--- config.mk ---
export PLATFORM = sky130hd
export DESIGN_NAME = uart_program_loader
export DESIGN_NICKNAME = d
export VERILOG_FILES = /design/src/rtl/loader_pkg.sv /design/src/rtl/uart_rx_byte.sv /design/src/rtl/uart_program_loader.sv
export SDC_FILE = /design/constraint.sdc
export NUM_CORES = 1
export LEC_CHECK = 0
export BUFFER_PORTS_ARGS = -buffer_cell sky130_fd_sc_hd__buf_2
export CAP_MARGIN = 40
export CORE_ASPECT_RATIO = 1.2
export CORE_MARGIN = 8
export CORE_UTILIZATION = 49
export CTS_CLUSTER_DIAMETER = 200
export DETAILED_ROUTE_END_ITERATION = 10
export GPL_ROUTABILITY_DRIVEN = 0
export PLACE_DENSITY = 0.82
export SLEW_MARGIN = 20
export SYNTH_ARGS = -nofsm -noshare
export SYNTH_HDL_FRONTEND = slang
export SYNTH_SLANG_ARGS = --single-unit
--- constraint.sdc ---
create_clock -name CLK -period 2.4 [get_ports CLK]
set_input_delay 0.36 -clock CLK [delete_from_list [all_inputs] [get_ports CLK]]
set_output_delay 0.36 -clock CLK [all_outputs]
set_load 0.02 [all_outputs]
--- src/rtl/loader_pkg.sv ---
// Shared definitions for the UART program loader.
//   - Default UART bit period and the idle line level.
//   - State encodings for the UART receive FSM and the loader FSM.
package loader_pkg;

    localparam int unsigned CLKS_PER_BIT_DEF = 868;
    localparam logic        UART_IDLE_LVL    = 1'b1;

    // UART receive FSM
    typedef enum logic [1:0] {
        RX_IDLE  = 2'd0,
        RX_START = 2'd1,
        RX_DATA  = 2'd2,
        RX_STOP  = 2'd3
    } rx_state_t;

    // Program loader FSM
    typedef enum logic [2:0] {
        LD_LEN  = 3'd0,
        LD_HI   = 3'd1,
        LD_LO   = 3'd2,
        LD_CHK  = 3'd3,
        LD_DONE = 3'd4
    } ld_state_t;

endpackage

--- src/rtl/uart_rx_byte.sv ---
// 8N1 UART byte receiver: 2-flop synchroniser, bit timer and receive FSM.
// Ports:
//   clk, rst            clock, asynchronous active-high reset
//   rx_i                raw serial line (asynchronous, idles high)
//   byte_valid_o        one-cycle pulse when a byte with a good stop bit arrives
//   byte_data_o[7:0]    received byte, valid with byte_valid_o
//   rx_busy_o           high from start-bit detection until the stop bit is sampled
//   frame_err_pulse_o   one-cycle pulse when the stop bit is sampled low
module uart_rx_byte
    import loader_pkg::*;
#(
    parameter int unsigned CLKS_PER_BIT = CLKS_PER_BIT_DEF
) (
    input  logic       clk,
    input  logic       rst,
    input  logic       rx_i,
    output logic       byte_valid_o,
    output logic [7:0] byte_data_o,
    output logic       rx_busy_o,
    output logic       frame_err_pulse_o
);

    localparam int unsigned TMR_W = $clog2(CLKS_PER_BIT);
    localparam logic [TMR_W-1:0] HALF_T = TMR_W'(CLKS_PER_BIT / 2 - 1);
    localparam logic [TMR_W-1:0] FULL_T = TMR_W'(CLKS_PER_BIT - 1);

    rx_state_t        state_q;
    logic             sync1_q;
    logic             sync2_q;
    logic             prev_q;
    logic [TMR_W-1:0] tmr_q;
    logic [2:0]       bit_q;
    logic [7:0]       shift_q;
    logic             valid_q;
    logic             busy_q;
    logic             ferr_q;

    // Synchroniser, edge detect and receive FSM
    always_ff @(posedge clk or posedge rst) begin
        if (rst) begin
            state_q <= RX_IDLE;
            sync1_q <= UART_IDLE_LVL;
            sync2_q <= UART_IDLE_LVL;
            prev_q  <= UART_IDLE_LVL;
            tmr_q   <= '0;
            bit_q   <= '0;
            shift_q <= '0;
            valid_q <= 1'b0;
            busy_q  <= 1'b0;
            ferr_q  <= 1'b0;
        end else begin
            sync1_q <= rx_i;
            sync2_q <= sync1_q;
            prev_q  <= sync2_q;
            valid_q <= 1'b0;
            ferr_q  <= 1'b0;
            case (state_q)
                RX_IDLE: begin
                    // Only a high-to-low transition starts a frame, so a line
                    // left low after a framing error does not retrigger.
                    if (prev_q && !sync2_q) begin
                        state_q <= RX_START;
                        tmr_q   <= '0;
                        busy_q  <= 1'b1;
                    end
                end
                RX_START: begin
                    if (tmr_q == HALF_T) begin
                        tmr_q <= '0;
                        if (!sync2_q) begin
                            state_q <= RX_DATA;
                            bit_q   <= '0;
                        end else begin
                            state_q <= RX_IDLE;
                            busy_q  <= 1'b0;
                        end
                    end else begin
                        tmr_q <= tmr_q + TMR_W'(1);
                    end
                end
                RX_DATA: begin
                    if (tmr_q == FULL_T) begin
                        tmr_q   <= '0;
                        shift_q <= {sync2_q, shift_q[7:1]};
                        bit_q   <= bit_q + 3'd1;
                        if (bit_q == 3'd7) begin
                            state_q <= RX_STOP;
                        end
                    end else begin
                        tmr_q <= tmr_q + TMR_W'(1);
                    end
                end
                RX_STOP: begin
                    if (tmr_q == FULL_T) begin
                        tmr_q   <= '0;
                        state_q <= RX_IDLE;
                        busy_q  <= 1'b0;
                        if (sync2_q) begin
                            valid_q <= 1'b1;
                        end else begin
                            ferr_q <= 1'b1;
                        end
                    end else begin
                        tmr_q <= tmr_q + TMR_W'(1);
                    end
                end
                default: begin
                    state_q <= RX_IDLE;
                    busy_q  <= 1'b0;
                end
            endcase
        end
    end

    assign byte_valid_o      = valid_q;
    assign byte_data_o       = shift_q;
    assign rx_busy_o         = busy_q;
    assign frame_err_pulse_o = ferr_q;

endmodule

--- src/rtl/uart_program_loader.sv ---
// UART program loader: receives a length byte followed by big-endian 16-bit
// words over UART and writes them sequentially into instruction memory.
// Optional feature macro: LOADER_CHECKSUM_EN (trailing XOR checksum byte).
// Ports:
//   CLK, RST          clock, asynchronous active-high reset
//   uart_rx           serial input (8N1, LSB first, idles high)
//   wr_en             one-cycle instruction-memory write strobe
//   wr_addr, wr_data  write address / data, valid with wr_en
//   load_done         program complete; held until RST
//   rx_busy           a UART byte is being received
//   frame_err         sticky: a stop bit was sampled low
//   chk_err           sticky checksum mismatch (0 when checksum is disabled)
module uart_program_loader
    import loader_pkg::*;
#(
    parameter int unsigned CLKS_PER_BIT = CLKS_PER_BIT_DEF,
    parameter int unsigned ADDR_W       = 8,
    parameter int unsigned DATA_W       = 16
) (
    input  logic              CLK,
    input  logic              RST,
    input  logic              uart_rx,
    output logic              wr_en,
    output logic [ADDR_W-1:0] wr_addr,
    output logic [DATA_W-1:0] wr_data,
    output logic              load_done,
    output logic              rx_busy,
    output logic              frame_err,
    output logic              chk_err
);

    // One extra bit so a full 2**ADDR_W-word program is representable.
    localparam int unsigned CNT_W = ADDR_W + 1;

    logic       byte_valid;
    logic [7:0] byte_data;
    logic       frame_err_pulse;

    ld_state_t         state_q;
    logic [CNT_W-1:0]  len_q;
    logic [CNT_W-1:0]  cnt_q;
    logic [7:0]        hi_q;
    logic              wr_en_q;
    logic [ADDR_W-1:0] wr_addr_q;
    logic [DATA_W-1:0] wr_data_q;
    logic              done_q;
    logic              ferr_q;
`ifdef LOADER_CHECKSUM_EN
    logic [7:0]        csum_q;
    logic              chk_err_q;
`endif

    uart_rx_byte #(
        .CLKS_PER_BIT (CLKS_PER_BIT)
    ) u_rx (
        .clk               (CLK),
        .rst               (RST),
        .rx_i              (uart_rx),
        .byte_valid_o      (byte_valid),
        .byte_data_o       (byte_data),
        .rx_busy_o         (rx_busy),
        .frame_err_pulse_o (frame_err_pulse)
    );

    // Loader FSM, word counter, write port and sticky flags
    always_ff @(posedge CLK or posedge RST) begin
        if (RST) begin
            state_q   <= LD_LEN;
            len_q     <= '0;
            cnt_q     <= '0;
            hi_q      <= '0;
            wr_en_q   <= 1'b0;
            wr_addr_q <= '0;
            wr_data_q <= '0;
            done_q    <= 1'b0;
            ferr_q    <= 1'b0;
`ifdef LOADER_CHECKSUM_EN
            csum_q    <= '0;
            chk_err_q <= 1'b0;
`endif
        end else begin
            wr_en_q <= 1'b0;
            if (frame_err_pulse) begin
                ferr_q <= 1'b1;
            end
`ifdef LOADER_CHECKSUM_EN
            // Checksum covers the length byte and every data byte.
            if (byte_valid && (state_q == LD_LEN || state_q == LD_HI || state_q == LD_LO)) begin
                csum_q <= csum_q ^ byte_data;
            end
`endif
            case (state_q)
                LD_LEN: begin
                    if (byte_valid) begin
                        // A length byte of zero means a full memory image.
                        len_q   <= (byte_data == 8'd0) ? (CNT_W'(1) << ADDR_W) : CNT_W'(byte_data);
                        state_q <= LD_HI;
                    end
                end
                LD_HI: begin
                    if (byte_valid) begin
                        hi_q    <= byte_data;
                        state_q <= LD_LO;
                    end
                end
                LD_LO: begin
                    if (byte_valid) begin
                        wr_en_q   <= 1'b1;
                        wr_addr_q <= cnt_q[ADDR_W-1:0];
                        wr_data_q <= DATA_W'({hi_q, byte_data});
                        cnt_q     <= cnt_q + CNT_W'(1);
                        if (cnt_q + CNT_W'(1) == len_q) begin
`ifdef LOADER_CHECKSUM_EN
                            state_q <= LD_CHK;
`else
                            state_q <= LD_DONE;
`endif
                        end else begin
                            state_q <= LD_HI;
                        end
                    end
                end
`ifdef LOADER_CHECKSUM_EN
                LD_CHK: begin
                    if (byte_valid) begin
                        state_q <= LD_DONE;
                        if (byte_data != csum_q) begin
                            chk_err_q <= 1'b1;
                        end
                    end
                end
`endif
                LD_DONE: begin
                    // Absorbing; load_done lags the final write by one cycle.
`ifdef LOADER_CHECKSUM_EN
                    done_q <= ~chk_err_q;
`else
                    done_q <= 1'b1;
`endif
                end
                default: begin
                    state_q <= LD_LEN;
                end
            endcase
        end
    end

    assign wr_en     = wr_en_q;
    assign wr_addr   = wr_addr_q;
    assign wr_data   = wr_data_q;
    assign load_done = done_q;
    assign frame_err = ferr_q;
`ifdef LOADER_CHECKSUM_EN
    assign chk_err   = chk_err_q;
`else
    assign chk_err   = 1'b0;
`endif

endmodule
---- Word level (Yosys, flattened, before mapping) ----
Index checks and enable logic that the tools add are counted.
operators by class
  reduce and logical (&&, ||, !) cells .... 16
  $add $sub $neg .......................... 3
  eq/ne operators ......................... 20
  bitwise gates (word level) .............. 1
  multiplexer cells ....................... 34
operators with widths
  cell                     count
  $mux W10                 3
  $pmux W10 S3             1
  $mux W3                  7
  $ne A2 B1 Y1 const B     9
  $mux W1                  12
  $mux W2                  6
  $pmux W3 S4              1
  $add A10 B1 Y10 const B  1
  $eq A10 B10 Y1 const B   1
  $eq A10 B9 Y1 const B    1
  $reduce_and A5 Y1        2
  $add A9 B1 Y9 const B    1
  $eq A9 B9 Y1             1
  $mux W9                  1
  $logic_not A8 Y1         1
  $pmux W2 S4              1
  $reduce_and A2 Y1        4
  $reduce_and A4 Y1        2
  $eq A3 B3 Y1 const B     2
  $pmux W3 S2              1
  $eq A2 B2 Y1 const B     2
  $add A3 B1 Y3 const B    1
  $eq A3 B1 Y1 const B     1
  $eq A3 B2 Y1 const B     1
  11 further kinds         11
storage, ports and cells
  bits of input ports ..................... 3
  bits in registers ....................... 85
  output and inout port bits .............. 29
  word-level logic and storage cells ...... 93

---- Depth between registers and ports, before layout ----
  depth in word-level cells ............... 5
  mapped depth ............................ 8
  depth with buffers taken out ............ 7

---- By module ----
A second synthesis with hierarchy kept.
unflattened totals
  cell total of the unflattened synthesis .. 312
  area, all modules ....................... 3935.0 µm²
by module, submodules not included
  module               seq. area each (µm²)  times used  cells each  area an instance (µm²)
  uart_program_loader  1401.3                1           180         2459.9
  uart_rx_byte         729.4                 1           132         1475.2

---- Worst setup path after synthesis ----
No wires, ideal clock.
  path kind ............................... flip-flop to flip-flop
  start ................................... reg cnt_q[0]
  end ..................................... reg state_q[0]
  path buffers ............................ 0
  setup time .............................. 144 ps
  cell stages (with the launch flop) ...... 7
  path slack .............................. 416 ps
  clock period less this slack ............ 1984 ps
  required time ........................... 2256 ps
  arrival time ............................ 1840 ps
  path through ............................ dfrtp_1 ha_1 and3_4 and3_4 mux2_4 a2111oi_2 a311oi_1
between the ends
  longest elaborated chain between the ends .. 5
ends and longest elaborated chain
  element                   RTL line                    RTL
  start: declaration        uart_program_loader.sv:41   logic [CNT_W-1:0] cnt_q;
  start signal: assignment  uart_program_loader.sv:111  cnt_q <= cnt_q + CNT_W'(1);
  $add A9 B1 Y9             uart_program_loader.sv:112  if (cnt_q + CNT_W'(1) == len_q) begin
  $eq A9 B9 Y1              uart_program_loader.sv:112
  $mux W3                   uart_program_loader.sv:112
  $mux W3                   uart_program_loader.sv:107  if (byte_valid) begin
  $pmux W3 S4               uart_program_loader.sv:92   case (state_q)
  end signal: assignment    uart_program_loader.sv:97   state_q <= LD_HI;
  end signal: assignment    uart_program_loader.sv:116  state_q <= LD_DONE;
  end signal: assignment    uart_program_loader.sv:119  state_q <= LD_HI;
  end: declaration          uart_program_loader.sv:39   ld_state_t state_q;
Every way passes these cells. The select of a mux whose other input is x is not followed.
A chain may end at the register's enable or synchronous reset.

---- Worst setup path in the final report ----
Same ends and word-level chain as after synthesis.

==> flow_summary.yaml <==
timing:
  fin_ws_ps: 259.4
  fin_crit_ps: 2141
  setup_viol: 0
  setup_tns_ps: 0
  max_freq_mhz: 467.2
  hold_viol: 0
  final_max_slew_viol_count: 0
  relSlewSlack_pct: 47.74
  whs_ps: 51.27
  worst_pin_slew_ps: 777.9
  fin_crit_sh_pct: 89.19
  clock_skew_ps: 13.24
  rsz0062_at_grt: "false"
grt:
  grt_max_degree: 61
  antenna_found_initial: 0
  grt_pass1_vias: 2511
  grt_pass1_wl_um: 11920
  grt_overflow: 0
  gr-usage-all-layers_pct: 13.21
cts:
  clock_sinks: 85
  numCtsBuffers: 9
  cts_buffer_depth: 2
  cts_tree: "yes"
  clk_latency_ps: 360
  clk_pin_slew_ps: 100
  cts_resized: 0
  cts-root-buf: "clkbuf_8"
  post_cts_buffers: 0
  htree_num_levels: 3
  hold_buffers: 0
setup_path:
  r2r-start: "cnt_q[0]"
  reg2regPathDepth: 6
  cp_max_fo: 6
  criticalPathCategory: "flip-flop to flip-flop"
  r2r_setup_slack_ps: 260
  crit_arrival_ps: 2360
  worst_r2r_endpoint: "state_q[0]"
  cp.required_ps: 2620
  startpoint_type: "flip-flop"
  worstSetupEndpointType: "flip-flop"
final_layout:
  multiInputGateArea_mm2: 0.001638
  nNetsFinal: 350
  drive_gt1_share_pct: 35.45
  diodes: 0
  final_cells: 439
  seq_area_mm2: 0.002131
  fillerInstances: 590
  area_growth_pct: 12.26
synth:
  synth.avg_cell_area_um2: 12.69
  syn-cell-area_mm2: 0.003859
  synthArstFlopShare_pct: 100.0
  syn_inst: 304
  ys_warn_count: 0
  ys_ff_latch: 85
  yosysSeqAreaShare_pct: 55.22
  synth-edff-count: 0
  syn_nets: 312
  synthFlopType: "dfrtp_1"
  synth_cell_types: 54
drt:
  route.antenna.remaining_nets: 0
  route.detailed.drc: 0
  wire_per_inst_um: 16.12
  routed_wl_um: 7078
  drt_iter0_markers: 106
  first_pass_iters: 4
  vias: 2489
  vias_per_cell: 5.670
pwr:
  p_clk_share_pct: 34.1
  p_leak_nw: 2.115
  power.internal_mw: 2.022
  sw_frac_of_total_pct: 28.87
  combPwrFrac_pct: 8.6
  peakVddDrop_mv: 0.3348
  p_switching_mw: 0.8206
  powerDensity_mw_per_mm2: 656.2
  p_seq_share_pct: 57.2
floorplanning:
  die_h_um: 113.2
  core.rowCount: 35
  ios: 32
  die_area_mm2: 0.01098
  core_area_mm2: 0.007664
  initial_core_util_pct: 50.35
  die_width_um: 97.01
place:
  pre_cts_ws_ps: 282.0
  port_buffers: 30
  placedCellCount: 423
  dp_hpwl_um: 4930
job:
  max_cap_violations: 0
hold_path:
  hold_class: "primary input to async pin"
outcome:
  status: "finished, final reports clean"
-- worst max-delay path, stage by stage, from the launching register on --
cell and delay (ps):
dfrtp_1 460, ha_1 240, and3_4 220, and3_4 220, mux2_4 300, a2111oi_2 410
a311oi_1 150
-- routing by layer --
metal  part of all wire [%]  up-vias  GRT usage (%)  wire length (um)
met3                    4.3       11          3.717               307
met5                      0        -              0                 0
met4                    1.9        0          7.091               133
met1                     42     1250          14.63              2989
met2                     52       45          22.51              3648
li1                       -     1183              -                 -
-- power by group through the flow --
stage	Combinational (mW)	Sequential (mW)	Clock [mW]
4_1_cts	0.249	1.62	1.01
3_5_place_dp	0.248	1.65	0
3_3_place_gp	0.235	1.64	0
2_1_floorplan	0.219	1.61	0
5_1_grt	0.280	1.64	1.06
6_report	0.246	1.63	0.970
-- metrics by stage --
step / instance area [um2] / power [mW] / utilization, %
detailed placement: 4140 / 1.898 / 54.02
global route: 4332 / 2.983 / 56.52
finish: 4332 / 2.842 / 56.52
floorplan: 3862 / 1.828 / -
global placement: 4140 / 1.878 / 54.02
CTS: 4332 / 2.879 / 56.52
-- cells by family (layout without fill, tap and decap cells) --
logic type	count (synthesis)	after routing	share of synthesized area, %
AOI/OAI and AO/OA	41	41	7.977
xor gates and xnor gates	14	14	3.178
adders and majority gates	5	5	1.621
buffers and inverters	19	62	2.497
DFF	85	85	55.22
muxes	52	52	15.95
other	1	1	0.09718
and+or+nand+nor	87	87	13.46
-- layout by cell type, fill, tap and decap left out, types with 4 or more instances in the layout --
master	count
a21oi_1	11
a311oi_1	4
a31oi_1	5
buf_2	30
buf_4	7
clkbuf_8	9
clkinvlp_4	4
dfrtp_1	82
ha_1	5
inv_1	7
inv_8	4
mux2_2	44
mux2_4	8
nand2_1	18
nand2b_1	9
nand3_1	13
nor2_1	9
nor4_1	5
o21ai_0	5
or3_1	4
xnor2_1	11
-- registers in the layout, summed over array words and instances (netlist names), 3 cells and up, named ones only --
name	flops
hi_q	8
state_q	3
u_rx.byte_data_o	8
len_q	9
u_rx.tmr_q	10
wr_data	16
cnt_q	9
u_rx.bit_q	3
wr_addr	8
-- final cells by class --
type / count / share of cell area [%]
sequential: 85 / 49.19
multi-input combinational: 200 / 37.81
timing repair buffer: 38 / 5.142
clock buffer: 9 / 2.860
tap: 92 / 2.657
clock inverter: 7 / 1.560
inverter: 8 / 0.7799
-- how the worst max path moves through the flow --
stage              from         end  cells past startpoint
2_1_floorplan  cnt_q[0]  state_q[0]                      6
3_3_place_gp   cnt_q[0]  state_q[0]                      6
3_5_place_dp   cnt_q[0]  state_q[0]                      6
4_1_cts        cnt_q[0]  state_q[0]                      6
5_1_grt        cnt_q[0]  state_q[0]                      6
6_report       cnt_q[0]  state_q[0]                      6
-- synth_stat cells, types with 4 or more instances --
master    instances  area [um2]
ha_1              5       62.56
nand2b_1          9       56.30
nor4_1            5       31.28
buf_2             5       25.02
inv_1             8       30.03
a21oi_1          11       55.05
mux2_4            8       120.1
xnor2_1          11       96.34
nor2_1            9       33.78
o21ai_0           5       25.02
mux2_2           44       495.5
nand3_1          13       65.06
dfrtp_1          82        2052
a311oi_1          4       35.03
a31oi_1           5       31.28
nand2_1          18       67.56
or3_1             4       25.02
(Power assumes the default switching activity.)
